## src/rtl/display_mode_ctrl.sv

```systemverilog
// Frame-synchronous source scheduler for the 1280x720 display: queues key requests,
// switches mode_sel only on frame_start and blanks for BLANK_FRAMES frames afterwards.
module display_mode_ctrl #(
  parameter int NUM_MODES    = 4,
  parameter int MODE_W       = 2,
  parameter int AUTO_FRAMES  = 120,
  parameter int BLANK_FRAMES = 1
) (
  input  logic              vga_clk,
  input  logic              sys_rst,
  input  logic              frame_start,
  input  logic              key_next,
  input  logic              key_prev,
  input  logic              key_auto,
  output logic [MODE_W-1:0] mode_sel,
  output logic              blank,
  output logic              pending,
  output logic              auto_en,
  output logic              switch_done
);

  localparam int AUTO_W = (AUTO_FRAMES > 1) ? $clog2(AUTO_FRAMES) : 1;

  localparam logic [1:0] S_SHOW  = 2'd0;
  localparam logic [1:0] S_PEND  = 2'd1;
  localparam logic [1:0] S_BLANK = 2'd2;

  localparam logic [AUTO_W-1:0] AUTO_LAST  = AUTO_W'(AUTO_FRAMES - 1);
  localparam logic [MODE_W-1:0] MODE_LAST  = MODE_W'(NUM_MODES - 1);
  localparam logic [3:0]        BLANK_INIT = 4'(BLANK_FRAMES);

  logic [1:0]        state;
  logic [MODE_W-1:0] target;
  logic [MODE_W-1:0] base;
  logic [MODE_W-1:0] req_target;
  logic [AUTO_W-1:0] auto_cnt;
  logic [3:0]        blank_cnt;
  logic              manual_key;
  logic              manual_req;
  logic              auto_step;
  logic              req;

  // NOTE: every always_comb output gets a value on every path, so no latch is inferred.
  always_comb begin
    manual_key = key_next | key_prev;
    manual_req = key_next ^ key_prev;
    // A manual key or a slideshow toggle in the same cycle suppresses the slideshow step.
    auto_step  = auto_en && !key_auto && !manual_key && (state == S_SHOW) &&
                 frame_start && (auto_cnt == AUTO_LAST);
    req        = manual_req | auto_step;
    base       = pending ? target : mode_sel;
    if (key_prev && !key_next) begin
      req_target = (base == '0) ? MODE_LAST : base - 1'b1;
    end else begin
      req_target = (base == MODE_LAST) ? '0 : base + 1'b1;
    end
  end

  // NOTE: sequential state uses non-blocking assignments; a later assignment in this
  // block overrides an earlier default for the same edge.
  always_ff @(posedge vga_clk or posedge sys_rst) begin
    if (sys_rst) begin
      state       <= S_SHOW;
      target      <= '0;
      mode_sel    <= '0;
      blank       <= 1'b0;
      pending     <= 1'b0;
      auto_en     <= 1'b0;
      switch_done <= 1'b0;
      auto_cnt    <= '0;
      blank_cnt   <= '0;
    end else begin
      switch_done <= 1'b0;

      if (key_auto) begin
        auto_en <= !auto_en;
      end

      if ((key_auto && auto_en) || manual_key || auto_step) begin
        auto_cnt <= '0;
      end else if (auto_en && (state == S_SHOW) && frame_start) begin
        auto_cnt <= auto_cnt + 1'b1;
      end

      if (req) begin
        target  <= req_target;
        pending <= 1'b1;
      end

      case (state)
        S_SHOW: begin
          if (req) begin
            state <= S_PEND;
          end
        end

        // A request landing on the same frame_start keeps the change queued one more frame.
        S_PEND: begin
          if (frame_start && !req) begin
            pending <= 1'b0;
            if (target == mode_sel) begin
              state <= S_SHOW;
            end else begin
              mode_sel <= target;
              if (BLANK_FRAMES > 0) begin
                blank     <= 1'b1;
                blank_cnt <= BLANK_INIT;
                state     <= S_BLANK;
              end else begin
                switch_done <= 1'b1;
                auto_cnt    <= '0;
                state       <= S_SHOW;
              end
            end
          end
        end

        S_BLANK: begin
          if (frame_start) begin
            if (blank_cnt <= 4'd1) begin
              blank       <= 1'b0;
              blank_cnt   <= 4'd0;
              switch_done <= 1'b1;
              auto_cnt    <= '0;
              state       <= (pending || req) ? S_PEND : S_SHOW;
            end else begin
              blank_cnt <= blank_cnt - 4'd1;
            end
          end
        end

        default: state <= S_SHOW;
      endcase
    end
  end

endmodule

```

## config.mk

```make
export PLATFORM = sky130hd
export DESIGN_NAME = display_mode_ctrl
export DESIGN_NICKNAME = d
export VERILOG_FILES = /design/src/rtl/display_mode_ctrl.sv
export SDC_FILE = /design/constraint.sdc
export NUM_CORES = 1
export LEC_CHECK = 0
export ABC_CLOCK_PERIOD_IN_PS = 2800
export CAP_MARGIN = 20
export CORE_MARGIN = 10
export CORE_UTILIZATION = 25
export CTS_BUF_LIST = sky130_fd_sc_hd__clkbuf_8
export CTS_CLUSTER_DIAMETER = 40
export CTS_CLUSTER_SIZE = 12
export DETAILED_ROUTE_END_ITERATION = 12
export GPL_TIMING_DRIVEN = 0
export HOLD_SLACK_MARGIN = 0.12
export PLACE_DENSITY = 0.39
export SLEW_MARGIN = 5
export SYNTH_ARGS = -nofsm -noshare
export SYNTH_HDL_FRONTEND = slang
export SYNTH_SLANG_ARGS = --single-unit
```

## constraint.sdc

```tcl
create_clock -name vga_clk -period 2.8 [get_ports vga_clk]
set_clock_uncertainty 0.15 [all_clocks]
set_input_delay 0.56 -clock vga_clk [delete_from_list [all_inputs] [get_ports vga_clk]]
set_output_delay 0.56 -clock vga_clk [all_outputs]
set_load 0.01 [all_outputs]
```

# Word-level counts from Yosys, hierarchy flattened
# Index checks and enable logic that the tools add are counted.
# Widths: inputs -> output; s select.
[classes] add_sub_neg=4 n_lt_le_gt_ge=1 n_eq_ne=10 muxes=32 bitwise_logic=4 reduce_logical=25
[op_table] cell="$mux 7" n=5
[op_table] cell="$mux 2" n=9
[op_table] cell="$mux 4" n=4
[op_table] cell="$mux 1" n=11
[op_table] cell="$logic_and 1x1->1" n=10
[op_table] cell="$ne 2x2->1 const B" n=5
[op_table] cell="$pmux 4 s2" n=1
[op_table] cell="$reduce_and 4->1" n=2
[op_table] cell="$add 7x1->7 const B" n=1
[op_table] cell="$eq 7x7->1 const B" n=1
[op_table] cell="$pmux 2 s3" n=1
[op_table] cell="$logic_not 1->1" n=5
[op_table] cell="$reduce_and 5->1" n=1
[op_table] cell="$eq 2x2->1 const B" n=2
[op_table] cell="$le 4x1->1 const B" n=1
[op_table] cell="$logic_not 2->1" n=2
[op_table] cell="$sub 4x1->4 const B" n=1
[op_table] cell="$logic_or 1x1->1" n=3
[op_table] cell="$reduce_and 3->1" n=1
[op_table] cell="$add 2x1->2 const B" n=1
[op_table] cell="$eq 2x1->1 const B" n=1
[op_table] cell="$eq 2x2->1" n=1
[op_table] cell="$or 1x1->1" n=2
[op_table] cell="$pmux 1 s2" n=1
[op_table] cell="other kinds (4)" n=4
[totals] reg_bits=21 input_bits=6 out_inout_bits=6 wordCells=85

# Depth between registers and ports, before layout
[logic_depth] ltp_word=12 mapped_depth=7 depth_no_buf=6

# Worst setup path before layout
# Ideal clock, no wire load.
[synth_timing] kind="input-to-reg" startpoint="input port key_next" endpoint="register auto_cnt[0]" setup_ns=0.127 t_arrival_ns=1.660 required_time_ns=2.523 setup_slack_ns=0.863 stages=6 n_path_buf=0 cell_sequence="inv_1 -> ha_1 -> nand4b_1 -> or4_1 -> nand4_1 -> nor2_1"
[synth_between] elab_chain_len=11 word_cells_on_any_way=12 cone_classes="4 x mux; 1 x bitwise; 7 x reduce/logical"
[synth_rtl] element="from (decl)" line="12" text="input logic key_next,"
[synth_rtl] element="$or 1x1->1 *" line="45" text="manual_key = key_next | key_prev;"
[synth_rtl] element="$logic_not 1->1" line="48" text="auto_step = auto_en && !key_auto && !manual_key && (state == S_SHOW) &&"
[synth_rtl] element="$logic_and 1x1->1 (3 in series)" line="48"
[synth_rtl] element="$logic_and 1x1->1" line="49" text="frame_start && (auto_cnt == AUTO_LAST);"
[synth_rtl] element="$logic_or 1x1->1 *" line="79" text="if ((key_auto && auto_en) || manual_key || auto_step) begin"
[synth_rtl] element="$mux 7 *" line="79"
[synth_rtl] element="$mux 7" line="120" text="if (blank_cnt <= 4'd1) begin"
[synth_rtl] element="$mux 7" line="119" text="if (frame_start) begin"
[synth_rtl] element="$mux 7 *"
[synth_rtl] element="to (signal assigned)" line="82" text="auto_cnt <= auto_cnt + 1'b1;"
[synth_rtl] element="to (decl)" line="36" text="logic [AUTO_W-1:0] auto_cnt;"
# Every way passes the cells marked *; elsewhere a longest branch is shown, timed or not.
# A chain may end at the register's enable or synchronous reset.

# Worst setup path in the final report
[layout_timing] startpoint="input port frame_start" endpoint="register mode_sel[0]"
[layout_between] elab_chain_len=6
[layout_rtl] element="from (decl)" line="11" text="input logic frame_start,"
[layout_rtl] element="$logic_and 1x1->1" line="48"
[layout_rtl] element="$logic_and 1x1->1" line="49"
[layout_rtl] element="$or 1x1->1" line="50" text="req = manual_req | auto_step;"
[layout_rtl] element="$logic_not 1->1" line="99" text="if (frame_start && !req) begin"
[layout_rtl] element="$logic_and 1x1->1 *" line="99"
[layout_rtl] element="$reduce_and 3->1 (no source line) *"
[layout_rtl] element="to (signal assigned)" line="104" text="mode_sel <= target;"
[layout_rtl] element="to (decl)" line="15" text="output logic [MODE_W-1:0] mode_sel,"
# Marked as above.

==> results.toml <==
[cells_and_area]
seq_area_sq_um = 526
final_util = 0.314
num-fill-cells = 525
nets = 159
area_delta_synth_final_pct = 18.7
final_common_cell = "dfrtp_1"
fin_area_sq_um = 1510
final_cell_mix = "dfrtp_1 (21), nor2_1 (12), clkdlybuf4s50_1 (11), inv_1 (9), nand2_1 (8)"
multi_input_area_sq_um = 704
n_antenna_cell = 0
drive_above_1_share = 0.0544

[synthesis]
synth_mux_area_frac = 0.0334
synth_top_area_share = 0.412
netlist_instances = 132
yosys-top-cells-area = "dfrtp_1 (41%), ha_1 (4.9%), xor2_1 (4.8%)"
synth-simple-area-share = 0.258
ys.warnings.count = 0
synth_compound_area_frac = 0.143
synth_adder_area_share = 0.0491
syn-num-nets = 143
synth-edff-count = 0
ys_async_sr_fraction = 1.00
syn_area_per_cell_sq_um = 9.66
synthFlopType = "dfrtp_1"
synth-xor-area-share = 0.0687
synth_top_area_cell = "dfrtp_1"
synth_seq_area_share = 0.412
synth_seq_cells = 21
synth_top_family_by_area = "simple AND/OR/NAND/NOR gates"
synthDistinctLibCells = 40
syn_area_sq_um = 1270

[drt]
drc_errors = 0
top_layer = "met4"
met2_length_um = 1340
route.met3.wl_um = 123
wl_per_cell_um = 13.4
vias = 1004
viasPerCell = 4.69
wl_met1_um = 1380
firstDrtPassIters = 6
first_iter_violations = 26
wl_um = 2860
ant_nets = 0

[timing]
finalHoldViolCount = 0
fin_crit_sh = 0.831
slew_violations = 0
period_minus_slack_ns = 2.33
relSlewSlack = 0.450
finalSetupTns_ns = 0
worst_pin_slew_ns = 0.824
finalSetupViolCount = 0
fmax_mhz = 430
rsz0062_at_grt = "no"

[placed_design]
port_buffers = 11
gp_congestion = 0.777
placed_area_sq_um = 1470
hpwl_um = 2200

[worst_hold_path]
hp-class = "flop to flop"
hold_end = "blank"
whs_path_depth = 1
min_from = "blank"

[worst_setup_path]
reg2regPathDepth = 4
cpMaxStageDelayCell = "nor4_4"
critical_path.top_delay_family = "simple AND/OR/NAND/NOR gates"
max_stage_delay_ns = 0.57
cp.arrival_ns = 2.33
timing.rr.start = "state[1]"
cp-end-kind = "flop"
required_ns = 2.80
path_cells = "clkdlybuf4s50_1 > nand4bb_4 > nor4_4 > nor3_1 > mux2_2"
criticalPathCategory = "input port to flop"
r2r-end = "mode_sel[0]"
worstPathMaxFanout = 10
r2r_slack_ns = 0.71
cp-start-kind = "input port"
cp.buffers_inverters = 1

[pwr]
pwr-share-seq = 0.387
power_frac_clock = 0.154
p_int_uw = 777
p_switching_uw = 519
finalPower_mw = 1.30
swShare = 0.400
p_per_area_nw_per_um2 = 856
p_leak_nw = 0.605
ir_worst_vdd_mv = 0.280
comb_power_share = 0.459

[grt]
antenna_found_initial = 0
grt_pass1_vias = 1067
grt_pass1_wl_um = 5130
grt_max_degree = 22
grt_use_total = 0.0734
grt_overflow = 0

[cts]
cts_resized = 0
htree_levels = 1
cts_hold_buffers = 0
cts_num_sinks = 21
clk_latency_ns = 0.26
cts_root_buffer = "clkbuf_8"
postCtsSetupBuffers = 0
cts_buffer_depth = 2
cts_tree = "built"
numCtsBuffers = 3
cts.clk_slew.worst_paths_ns = 0.08

[floorplanning]
initial_utilization = 0.265
io_pins = 12
dieHeight_um = 91.4
core_sq_um = 4820
row_count = 25
die_w_um = 91.4
dieArea_sq_um = 8360

[flow_run]
drv_cap = 0

[run_status]
status = "complete, no violations"
cell usage after synthesis, drive strengths merged, types with 2 or more instances:
cell type / number
a21oi: 5
a32o: 2
and2: 2
clkbuf: 3
dfrtp: 21
ha: 5
inv: 8
mux2: 2
mux2i: 2
nand2: 8
nand2b: 4
nand3: 5
nand4: 3
nand4b: 2
nor2: 12
nor2b: 2
nor3: 6
nor3b: 2
o211ai: 5
o21ai: 4
o22ai: 2
xnor2: 3
xor2: 7
metrics by stage:
stage | setup slack [ns] | std cells | hold WS, ns
after floorplan | 0.863 | 132 | 0.355
after global placement | 0.137 | 210 | 0.336
after detailed placement | 0.126 | 210 | 0.345
after CTS | 0.425 | 214 | 0.365
after global routing | 0.291 | 214 | 0.400
final | 0.473 | 214 | 0.357
power groups by stage:
stage	Clock (mW)	Sequential, mW	Combinational (mW)
after floorplan	0	0.499	0.415
after global placement	0	0.505	0.602
after detailed placement	0	0.506	0.605
after CTS	0.211	0.503	0.607
after global routing	0.226	0.528	0.675
final	0.200	0.501	0.595
cells by family (layout without fill, tap and decap cells):
logic type | count (synthesis) | in the layout
DFF | 21 | 21
buffers and inverters | 12 | 27
adders and majority gates | 5 | 5
xor gates and xnor gates | 10 | 10
and+or+nand+nor | 54 | 54
AOI/OAI and AO/OA | 26 | 26
muxes | 4 | 4
flip-flops by register name, indices dropped and copies added (netlist names):
| signal | cells |
|---|---|
| switch_done | 1 |
| pending | 1 |
| blank_cnt | 4 |
| auto_en | 1 |
| auto_cnt | 7 |
| mode_sel | 2 |
| target | 2 |
| blank | 1 |
| state | 2 |
worst max path at each step:
stage	slack, ns	cells past startpoint	start	endpoint
2_1_floorplan	0.86	6	key_next	auto_cnt[0]
3_3_place_gp	0.14	5	frame_start	mode_sel[0]
3_5_place_dp	0.13	5	frame_start	mode_sel[1]
4_1_cts	0.43	5	frame_start	mode_sel[0]
5_1_grt	0.29	7	key_prev	blank_cnt[0]
6_report	0.47	5	frame_start	mode_sel[0]
per-layer routing:
layer	GRT usage	vias up
met2	0.108	12
met1	0.0989	484
met5	0	-
met3	0.0206	2
li1	-	506
met4	0.0274	0
layout make-up:
class	instances	share of cell area
buffer	4	0.00992
clock buffer	3	0.0273
clock inverter	1	0.00248
inverter	8	0.0198
multi-input combinational	99	0.465
sequential	21	0.347
tap	67	0.0554
timing repair buffer	11	0.0727
Power figures use the tool's default switching activity.
